[config.mk]
export PLATFORM = sky130hd
export DESIGN_NAME = fpmul_arbiter_flat
export DESIGN_NICKNAME = d
export VERILOG_FILES = /design/src/rtl/fpmul_arbiter_if.sv /design/src/rtl/fpmul_arbiter.sv /design/src/flat_wrapper.sv
export SDC_FILE = /design/constraint.sdc
export NUM_CORES = 1
export LEC_CHECK = 0
export ABC_CLOCK_PERIOD_IN_PS = 3900
export CAP_MARGIN = 20
export CORE_AREA = 2 2 117 119
export DETAILED_ROUTE_END_ITERATION = 16
export DIE_AREA = 0 0 119 121
export GPL_TIMING_DRIVEN = 0
export PLACE_DENSITY_LB_ADDON = 0.1
export SETUP_SLACK_MARGIN = 0.4
export SLEW_MARGIN = 5
export SYNTH_ARGS = -nofsm -noshare
export SYNTH_HDL_FRONTEND = slang
export SYNTH_SLANG_ARGS = --single-unit
[constraint.sdc]
create_clock -name clk -period 3.9 [get_ports clk]
set_clock_uncertainty 0.05 [all_clocks]
set_input_delay 0.39 -clock clk [delete_from_list [all_inputs] [get_ports clk]]
set_output_delay 0.39 -clock clk [all_outputs]
set_load 0.005 [all_outputs]
[src/rtl/fpmul_arbiter_if.sv]
// Bus bundle between the requesters/multiplier side and fpmul_arbiter.
//
// Handshake: a transfer on requester X happens on a rising edge where
// X_valid and X_ready are both high. X_ready may depend combinationally on
// X_valid, so a requester must hold X_valid and its operands stable until it
// sees X_ready. Results carry no backpressure: res_valid_X is a one-cycle
// pulse and res_data must be taken in that cycle.
interface fpmul_arbiter_if;
  logic        a_valid;
  logic [31:0] a_opa;
  logic [31:0] a_opb;
  logic        a_ready;
  logic        b_valid;
  logic [31:0] b_opa;
  logic [31:0] b_opb;
  logic        b_ready;
  logic [31:0] mul_a;
  logic [31:0] mul_b;
  logic [31:0] mul_z;
  logic [31:0] res_data;
  logic        res_valid_a;
  logic        res_valid_b;

  // Requesters plus the attached multiplier's FP_Z pin.
  modport master (
    output a_valid, a_opa, a_opb, b_valid, b_opa, b_opb, mul_z,
    input  a_ready, b_ready, mul_a, mul_b, res_data, res_valid_a, res_valid_b
  );

  // The arbiter itself.
  modport slave (
    input  a_valid, a_opa, a_opb, b_valid, b_opa, b_opb, mul_z,
    output a_ready, b_ready, mul_a, mul_b, res_data, res_valid_a, res_valid_b
  );
endinterface

[src/rtl/fpmul_arbiter.sv]
// Round-robin scheduler sharing one fixed-latency pipelined FP multiplier
// between requesters A and B. Each issue pushes a tag down a LAT-deep shift
// register that runs in lockstep with the multiplier, so the product on
// mul_z is steered back to the requester that issued it.
module fpmul_arbiter #(
  parameter int LAT = 4,
  parameter int CW  = 16
) (
  input  logic                     clk,
  input  logic                     rst,
  fpmul_arbiter_if.slave           bus,
  output logic [$clog2(LAT+1)-1:0] inflight,
  output logic                     idle,
  output logic [CW-1:0]            done_cnt_a,
  output logic [CW-1:0]            done_cnt_b
);
  localparam int IW = $clog2(LAT+1);

  typedef enum logic {
    PRIO_A = 1'b0,
    PRIO_B = 1'b1
  } prio_e;

  prio_e          r_prio;
  logic [31:0]    r_mul_a;
  logic [31:0]    r_mul_b;
  logic [LAT-1:0] r_tag_vld;
  logic [LAT-1:0] r_tag_id;   // 0 = A, 1 = B
  logic           r_res_a;
  logic           r_res_b;
  logic [IW-1:0]  r_inflight;
  logic [CW-1:0]  r_cnt_a;
  logic [CW-1:0]  r_cnt_b;

  logic           w_grant_a;
  logic           w_grant_b;
  logic           w_issue;
  logic           w_ret;
  logic           w_ret_a;
  logic           w_ret_b;

  // Combinational grant: lone requester always wins, a tie goes to r_prio.
  always_comb begin
    w_grant_a = 1'b0;
    w_grant_b = 1'b0;
    if (!rst) begin
      w_grant_a = bus.a_valid & (~bus.b_valid | (r_prio == PRIO_A));
      w_grant_b = bus.b_valid & (~bus.a_valid | (r_prio == PRIO_B));
    end
  end

  assign w_issue = w_grant_a | w_grant_b;

  // The tag in the last stage is the op whose product appears on mul_z
  // after the coming edge; the result flags are registered from it.
  assign w_ret   = r_tag_vld[LAT-1];
  assign w_ret_a = w_ret & ~r_tag_id[LAT-1];
  assign w_ret_b = w_ret &  r_tag_id[LAT-1];

  // Priority pointer flips to the other requester after every grant.
  always_ff @(posedge clk) begin
    if (rst) begin
      r_prio <= PRIO_A;
    end else if (w_grant_a) begin
      r_prio <= PRIO_B;
    end else if (w_grant_b) begin
      r_prio <= PRIO_A;
    end
  end

  // Operand registers feeding FP_A/FP_B; they hold when nothing issues.
  always_ff @(posedge clk) begin
    if (rst) begin
      r_mul_a <= '0;
      r_mul_b <= '0;
    end else if (w_grant_a) begin
      r_mul_a <= bus.a_opa;
      r_mul_b <= bus.a_opb;
    end else if (w_grant_b) begin
      r_mul_a <= bus.b_opa;
      r_mul_b <= bus.b_opb;
    end
  end

  // Tag shift register tracking the multiplier pipeline, plus result flags.
  always_ff @(posedge clk) begin
    if (rst) begin
      r_tag_vld <= '0;
      r_tag_id  <= '0;
      r_res_a   <= 1'b0;
      r_res_b   <= 1'b0;
    end else begin
      for (int i = LAT - 1; i > 0; i--) begin
        r_tag_vld[i] <= r_tag_vld[i-1];
        r_tag_id[i]  <= r_tag_id[i-1];
      end
      r_tag_vld[0] <= w_issue;
      r_tag_id[0]  <= w_grant_b;
      r_res_a      <= w_ret_a;
      r_res_b      <= w_ret_b;
    end
  end

  // Outstanding-op count; the decrement lands on the edge that raises the
  // result flag, so the count never exceeds LAT under full throughput.
  always_ff @(posedge clk) begin
    if (rst) begin
      r_inflight <= '0;
    end else if (w_issue && !w_ret) begin
      r_inflight <= r_inflight + IW'(1);
    end else if (!w_issue && w_ret) begin
      r_inflight <= r_inflight - IW'(1);
    end
  end

  // Per-requester completion counters, wrapping naturally at 2^CW.
  always_ff @(posedge clk) begin
    if (rst) begin
      r_cnt_a <= '0;
      r_cnt_b <= '0;
    end else begin
      if (w_ret_a) r_cnt_a <= r_cnt_a + CW'(1);
      if (w_ret_b) r_cnt_b <= r_cnt_b + CW'(1);
    end
  end

  assign bus.a_ready     = w_grant_a;
  assign bus.b_ready     = w_grant_b;
  assign bus.mul_a       = r_mul_a;
  assign bus.mul_b       = r_mul_b;
  assign bus.res_data    = bus.mul_z;
  assign bus.res_valid_a = r_res_a;
  assign bus.res_valid_b = r_res_b;
  assign inflight        = r_inflight;
  assign idle            = (r_inflight == '0);
  assign done_cnt_a      = r_cnt_a;
  assign done_cnt_b      = r_cnt_b;
endmodule

[src/flat_wrapper.sv]
// flat-port wrapper written by rule: the top's interface ports become plain ports
module fpmul_arbiter_flat 
#(
  parameter int LAT = 4,
  parameter int CW  = 16
)
  (clk, rst, inflight, idle, done_cnt_a, done_cnt_b, bus_a_valid, bus_a_opa, bus_a_opb, bus_b_valid, bus_b_opa, bus_b_opb, bus_mul_z, bus_a_ready, bus_b_ready, bus_mul_a, bus_mul_b, bus_res_data, bus_res_valid_a, bus_res_valid_b);
  fpmul_arbiter_if bus_i ();
  input  logic clk;
  input  logic rst;
  output logic [$clog2(LAT+1)-1:0] inflight;
  output logic idle;
  output logic [CW-1:0] done_cnt_a;
  output logic [CW-1:0] done_cnt_b;
  input wire logic [$bits(bus_i.a_valid)-1:0] bus_a_valid;
  input wire logic [$bits(bus_i.a_opa)-1:0] bus_a_opa;
  input wire logic [$bits(bus_i.a_opb)-1:0] bus_a_opb;
  input wire logic [$bits(bus_i.b_valid)-1:0] bus_b_valid;
  input wire logic [$bits(bus_i.b_opa)-1:0] bus_b_opa;
  input wire logic [$bits(bus_i.b_opb)-1:0] bus_b_opb;
  input wire logic [$bits(bus_i.mul_z)-1:0] bus_mul_z;
  output wire logic [$bits(bus_i.a_ready)-1:0] bus_a_ready;
  output wire logic [$bits(bus_i.b_ready)-1:0] bus_b_ready;
  output wire logic [$bits(bus_i.mul_a)-1:0] bus_mul_a;
  output wire logic [$bits(bus_i.mul_b)-1:0] bus_mul_b;
  output wire logic [$bits(bus_i.res_data)-1:0] bus_res_data;
  output wire logic [$bits(bus_i.res_valid_a)-1:0] bus_res_valid_a;
  output wire logic [$bits(bus_i.res_valid_b)-1:0] bus_res_valid_b;
  assign bus_i.a_valid = bus_a_valid;
  assign bus_i.a_opa = bus_a_opa;
  assign bus_i.a_opb = bus_a_opb;
  assign bus_i.b_valid = bus_b_valid;
  assign bus_i.b_opa = bus_b_opa;
  assign bus_i.b_opb = bus_b_opb;
  assign bus_i.mul_z = bus_mul_z;
  assign bus_a_ready = bus_i.a_ready;
  assign bus_b_ready = bus_i.b_ready;
  assign bus_mul_a = bus_i.mul_a;
  assign bus_mul_b = bus_i.mul_b;
  assign bus_res_data = bus_i.res_data;
  assign bus_res_valid_a = bus_i.res_valid_a;
  assign bus_res_valid_b = bus_i.res_valid_b;
  fpmul_arbiter #(.LAT(LAT), .CW(CW)) u_core (.clk(clk), .rst(rst), .bus(bus_i), .inflight(inflight), .idle(idle), .done_cnt_a(done_cnt_a), .done_cnt_b(done_cnt_b));
endmodule
==> impl_metrics.env, run 1 <==
export IMPL_status="complete, no violations"
export IMPL_diodes=0
export IMPL_rows=42
export IMPL_async_flop_share=0
export IMPL_fin_nets=1045
export IMPL_chipWidth_um=119
export IMPL_grt_use_total=0.217
export IMPL_worstSkewPairLatency_ps=340
export IMPL_htreeDepth=3
export IMPL_synthCells=599
export IMPL_fin_area_mm2=0.00813
export IMPL_post_cts_setup_buffers=0
export IMPL_dr_pass1_iters=7
export IMPL_period_share=0.799
export IMPL_finalMaxSlewViolations=0
export IMPL_grt_pass1_vias=5216
export IMPL_arrival_ps=3340
export IMPL_cts_tree="yes"
export IMPL_crit_type="primary input to flip-flop"
export IMPL_floorplan_initialDensity=0.372
export IMPL_holdPathEnd="u_core.r_tag_id[3]$_SDFF_PP0_"
export IMPL_cp_start_kind="primary input"
export IMPL_ys_ff_latch=110
export IMPL_avgSynthCellArea_um2=8.13
export IMPL_finalCriticalPeriod_ps=3120
export IMPL_end_kind="flip-flop"
export IMPL_drtAntennaViolNets=0
export IMPL_numCtsBuffers=9
export IMPL_clk_pin_slew_worst_paths_ps=70
export IMPL_coreArea_mm2=0.0131
export IMPL_area_delta_synth_final_pct=67.1
export IMPL_die_area_mm2=0.0144
export IMPL_gp_congestion=0.817
export IMPL_cts_root_buffer="clkbuf_16"
export IMPL_r2r_cells=6
export IMPL_report_final_setup_viol=0
export IMPL_antenna_found_initial=0
export IMPL_routed_wl_mm=16.1
export IMPL_yosys_area_top_type="dfxtp_1"
export IMPL_drt_iter0_drc=229
export IMPL_powerDensity_mw_per_mm2=354
export IMPL_maxCapViolCount=0
export IMPL_synth_top_cell_area_share=0.452
export IMPL_worstReg2RegEnd="u_core.bus.mul_a[1]$_SDFFE_PP0N_"
export IMPL_vias=5220
export IMPL_cts_sinks=110
export IMPL_final_hold_viol_count=0
export IMPL_dp_hpwl_mm=12.7
export IMPL_drc=0
export IMPL_tns_ps=0
export IMPL_place_area_mm2=0.00776
export IMPL_grt_overflow=0
export IMPL_drive_gt1_frac=0.0658
export IMPL_grt_pass1_wl_mm=25.0
export IMPL_worstPathMaxFanout=10
export IMPL_ir_drop_v=0.000198
export IMPL_fin_hold_ws_ps=389
export IMPL_p_total_w=0.00288
export IMPL_cts_resized=0
export IMPL_grt_max_degree=18
export IMPL_yosys_warnings=0
export IMPL_hold_path_cell_count=1
export IMPL_die_h_um=121
export IMPL_rsz0062_at_grt="false"
export IMPL_ios=300
export IMPL_relSlewSlack=0.644
export IMPL_worstPathRequired_ps=4120
export IMPL_worst_pin_slew_ps=533
export IMPL_total_leakage_power_nw=3.08
export IMPL_rrSetupSlack_ps=2000
export IMPL_clk_path_buf_depth=2
export IMPL_synth_edff_count=0
export IMPL_hp_class="flip-flop to flip-flop"
export IMPL_synthFlopType="dfxtp_1"
export IMPL_port_buffers=267
export IMPL_synthDistinctLibCells=37
export IMPL_viasPerCell=4.93
export IMPL_timing_rr_start="u_core.r_prio$_SDFFE_PP0N_"
export IMPL_yosysSeqAreaShare=0.452
export IMPL_hold_start="u_core.r_tag_id[2]$_SDFF_PP0_"
export IMPL_post_drt_wl_per_cell_um=15.2
export IMPL_synthesis_area_mm2=0.00487
export IMPL_cts_hold_buf=0
export IMPL_yosys_top_cells_area="dfxtp_1 (45%), a311oi_1 (12%), nand2_1 (11%)"
export IMPL_synth_fp_nets=767
export IMPL_fmax_ghz=0.321
[kinds of logic (layout without fill, tap and decap cells)]
| group | count (synthesis) | count (layout) | synth area share |
|---|---|---|---|
| muxes | 2 | 2 | 0.00411 |
| buffers and inverters | 82 | 365 | 0.0905 |
| adders and majority gates | 4 | 4 | 0.0118 |
| DFF | 110 | 110 | 0.452 |
| xor gates and xnor gates | 22 | 22 | 0.0396 |
| and+or+nand+nor | 290 | 290 | 0.260 |
| AOI/OAI and AO/OA | 89 | 89 | 0.142 |
[layer usage]
layer | share of wire | track usage | routed length, um | vias to the layer above
li1 | - | - | - | 2573
met1 | 0.38 | 0.231 | 6160 | 2423
met2 | 0.51 | 0.395 | 8160 | 196
met3 | 0.081 | 0.0667 | 1300 | 28
met4 | 0.029 | 0.0967 | 465 | 0
met5 | 0 | 0 | 0 | -
[cell usage after synthesis (all sizes together), types with 5 or more instances]
cell type,instances
or3,10
xnor2,14
inv,8
nor3,8
a21oi,13
clkbuf,35
dfxtp,110
o21ai,10
nand3,5
nand4,8
a311oi,64
xor2,8
nor2b,8
nor2,92
buf,39
nand2,143
[cells in the final DEF, fill, tap and decap left out, drive strengths merged, types with 4 or more instances in the layout]
| cell type | count |
|---|---|
| clkdlybuf4s50 | 267 |
| nand2 | 143 |
| dfxtp | 110 |
| nor2 | 92 |
| a311oi | 64 |
| clkbuf | 45 |
| buf | 39 |
| xnor2 | 14 |
| a21oi | 13 |
| o21ai | 10 |
| or3 | 10 |
| inv | 8 |
| nor2b | 8 |
| nor3 | 8 |
| xor2 | 8 |
| nand4 | 8 |
| nand3 | 5 |
| bufinv | 4 |
[layout make-up]
type	instances	area, um^2
well taps	176	220
plain buffers	74	410
flip-flops and latches	110	2200
multi-input cells	407	2230
clock inverters	6	133
inverters	8	30.0
repair buffers	267	2670
clock buffers	10	239
fillers	1119	4950
[how the worst max path moves through the flow]
stage	startpoint	end	slack (ps)	depth (start not counted)
6_report	bus_b_valid	u_core.inflight[2]$_SDFFE_PP0P_	780	11
5_1_grt	bus_b_valid	u_core.inflight[2]$_SDFFE_PP0P_	530	11
4_1_cts	bus_b_valid	u_core.inflight[2]$_SDFFE_PP0P_	780	11
3_5_place_dp	bus_b_valid	u_core.inflight[2]$_SDFFE_PP0P_	430	11
3_3_place_gp	bus_b_valid	u_core.inflight[2]$_SDFFE_PP0P_	490	11
2_1_floorplan	bus_a_valid	u_core.inflight[2]$_SDFFE_PP0P_	1460	10
[sequential cells by signal, indices dropped and copies added (netlist names)]
| name | count |
|---|---|
| u_core.inflight | 3 |
| u_core.bus.res_valid_b | 1 |
| u_core.r_tag_vld | 4 |
| u_core.r_tag_id | 4 |
| u_core.done_cnt_a | 16 |
| u_core.done_cnt_b | 16 |
| u_core.bus.res_valid_a | 1 |
| u_core.bus.mul_b | 32 |
| u_core.r_prio | 1 |
| u_core.bus.mul_a | 32 |
[where the power goes]
group	switching (W)	internal, W	leakage, nW	total, W
clock network	0.000409	0.000709	0.179	0.00112
registers	0.0000374	0.00118	0.903	0.00122
logic	0.000204	0.000332	1.99	0.000536
total	0.000650	0.00223	3.08	0.00288
[critical path: stages]
cell and delay, ps:
clkdlybuf4s50_1 550, nor2_1 70, nor2_1 140, clkbuf_1 420
clkbuf_1 450, ha_1 280, inv_1 60, fa_1 370
xor2_1 150, or3_1 300, a21oi_1 140
[metrics by stage]
stage / setup slack [ps] / std cells / utilization
after detailed placement: 426 / 1042 / 0.593
after global routing: 528 / 1058 / 0.622
after floorplan: 1460 / 599 / -
after global placement: 487 / 1042 / 0.593
after CTS: 784 / 1058 / 0.622
final: 784 / 1058 / 0.622
No activity file was read; power rests on OpenSTA's default activity.
==> run 2: changes to the inputs <==
Settings changed: ABC_CLOCK_PERIOD_IN_PS 3900 to 2810, CORE_AREA 2 2 117 119 to not set, CORE_MARGIN set to 2, CORE_UTILIZATION set to 34, DIE_AREA 0 0 119 121 to not set.
Clock period 3.9 ns to 2.81 ns, I/O delays scaled along.
==> impl_metrics.env, run 2 (same netlist as run 1, synthesis figures left out) <==
export IMPL_worst_pin_slew_ps=547
export IMPL_htreeDepth=3
export IMPL_grt_pass1_wl_mm=24.5
export IMPL_hold_start="bus_a_valid"
export IMPL_ir_drop_v=0.000329
export IMPL_cts_tree="yes"
export IMPL_post_drt_wl_per_cell_um=15.4
export IMPL_cpPeakStageDelay_ps=530
export IMPL_place_ws_ps=-584
export IMPL_final_util=0.585
export IMPL_gp_congestion=0.833
export IMPL_ios=300
export IMPL_dp_hpwl_mm=12.8
export IMPL_total_leakage_power_nw=3.10
export IMPL_final_common_cell="clkdlybuf4s50_1"
export IMPL_grt_max_degree=17
export IMPL_end_kind="primary output"
export IMPL_drtAntennaViolNets=0
export IMPL_report_final_setup_viol=0
export IMPL_cp_slowest_cell="clkdlybuf4s50_1"
export IMPL_rrSetupSlack_ps=880
export IMPL_cp_num_buf_inv=4
export IMPL_area_delta_synth_final_pct=67.4
export IMPL_status="complete, no violations"
export IMPL_arrival_ps=1980
export IMPL_power_frac_seq=0.440
export IMPL_antenna_found_initial=0
export IMPL_grt_overflow=0
export IMPL_holdPathEnd="u_core.r_prio$_SDFFE_PP0N_"
export IMPL_tns_ps=0
export IMPL_fin_nets=1047
export IMPL_fmax_ghz=0.433
export IMPL_final_cell_mix="clkdlybuf4s50_1 (265), nand2_1 (143), dfxtp_1 (110)"
export IMPL_relSlewSlack=0.635
export IMPL_finalMaxSlewViolations=0
export IMPL_critPathTopFamily="buffers and inverters"
export IMPL_vias=5178
export IMPL_maxCapViolCount=0
export IMPL_cts_sinks=110
export IMPL_p_int_w=0.00294
export IMPL_cts_hold_buf=0
export IMPL_powerDensity_mw_per_mm2=473
export IMPL_hp_class="primary input to flip-flop"
export IMPL_grt_use_total=0.207
export IMPL_diodes=0
export IMPL_numCtsBuffers=9
export IMPL_timing_rr_start="u_core.r_prio$_SDFFE_PP0N_"
export IMPL_cp_start_kind="primary input"
export IMPL_period_share=0.822
export IMPL_drive_gt1_frac=0.0747
export IMPL_switching_share=0.237
export IMPL_clk_pin_slew_worst_paths_ps=70
export IMPL_coreArea_mm2=0.0139
export IMPL_grt_pass1_vias=4946
export IMPL_p_comb_frac=0.196
export IMPL_drc=0
export IMPL_setup_ws_ps=500
export IMPL_worstPathMaxFanout=10
export IMPL_fin_hold_ws_ps=177
export IMPL_worstSkewPairLatency_ps=350
export IMPL_port_buffers=267
export IMPL_cts_root_buffer="clkbuf_16"
export IMPL_viasPerCell=4.87
export IMPL_r2r_cells=6
export IMPL_dr_pass1_iters=4
export IMPL_hold_path_cell_count=2
export IMPL_clk_path_buf_depth=2
export IMPL_place_area_mm2=0.00777
export IMPL_pwr_share_clk=0.364
export IMPL_die_area_mm2=0.0153
export IMPL_fin_area_mm2=0.00815
export IMPL_worstPathRequired_ps=2480
export IMPL_crit_chain="clkdlybuf4s50_1 -> clkbuf_4 -> clkbuf_4 -> nor3b_2 -> clkdlybuf4s50_1"
export IMPL_p_sw_w=0.000912
export IMPL_worstReg2RegEnd="u_core.bus.mul_b[17]$_SDFFE_PP0N_"
export IMPL_chipWidth_um=124
export IMPL_floorplan_initialDensity=0.349
export IMPL_routed_wl_mm=16.4
export IMPL_drt_iter0_drc=264
export IMPL_crit_type="primary input to primary output"
export IMPL_rows=43
export IMPL_finalCriticalPeriod_ps=2310
export IMPL_final_hold_viol_count=0
export IMPL_rsz0062_at_grt="false"
export IMPL_die_h_um=124
-- run 2: what timing repair did --
action                     4_1_cts  5_1_grt
setup endpoints to repair        4        2
gates resized for setup         12        5
setup buffers                    0        2
pin swaps                        1        1
-- run 2: area by class of cell --
type	instances	area (um^2)
fillers	1225	5780
repair buffers	269	2690
multi-input cells	407	2240
flip-flops and latches	110	2200
plain buffers	74	440
clock buffers	12	256
well taps	180	225
clock inverters	3	67.6
inverters	8	30.0
-- run 2: metal layers --
metal	vias up	wire, um	global-route usage	part of all wire
met5	-	0	0	0
li1	2573	-	-	-
met4	0	383	0.0817	0.023
met2	176	8190	0.357	0.50
met3	22	1370	0.0733	0.083
met1	2407	6450	0.232	0.39
-- run 2: worst max path at each step --
stage	start	endpoint	slack, ps	depth (start not counted)
after floorplan	bus_a_valid	u_core.inflight[2]$_SDFFE_PP0P_	480	10
after global placement	bus_b_valid	u_core.inflight[2]$_SDFFE_PP0P_	-520	11
after detailed placement	bus_b_valid	u_core.inflight[2]$_SDFFE_PP0P_	-580	11
after CTS	bus_b_valid	u_core.inflight[2]$_SDFFE_PP0P_	380	11
after global routing	rst	u_core.inflight[2]$_SDFFE_PP0P_	450	10
final	rst	bus_b_ready	500	5
-- run 2: power by group through the flow --
stage / clock, W / combinational, W / sequential, W
detailed placement: 0 / 0.000749 / 0.00173
CTS: 0.00143 / 0.000757 / 0.00170
global placement: 0 / 0.000743 / 0.00173
floorplan: 0 / 0.000264 / 0.00173
finish: 0.00140 / 0.000754 / 0.00170
global route: 0.00149 / 0.000819 / 0.00171
-- run 2: through the flow --
stage / cells / total power (W)
4_1_cts: 1061 / 0.00388
3_3_place_gp: 1046 / 0.00247
2_1_floorplan: 599 / 0.00199
5_1_grt: 1063 / 0.00402
3_5_place_dp: 1046 / 0.00248
6_report: 1063 / 0.00385
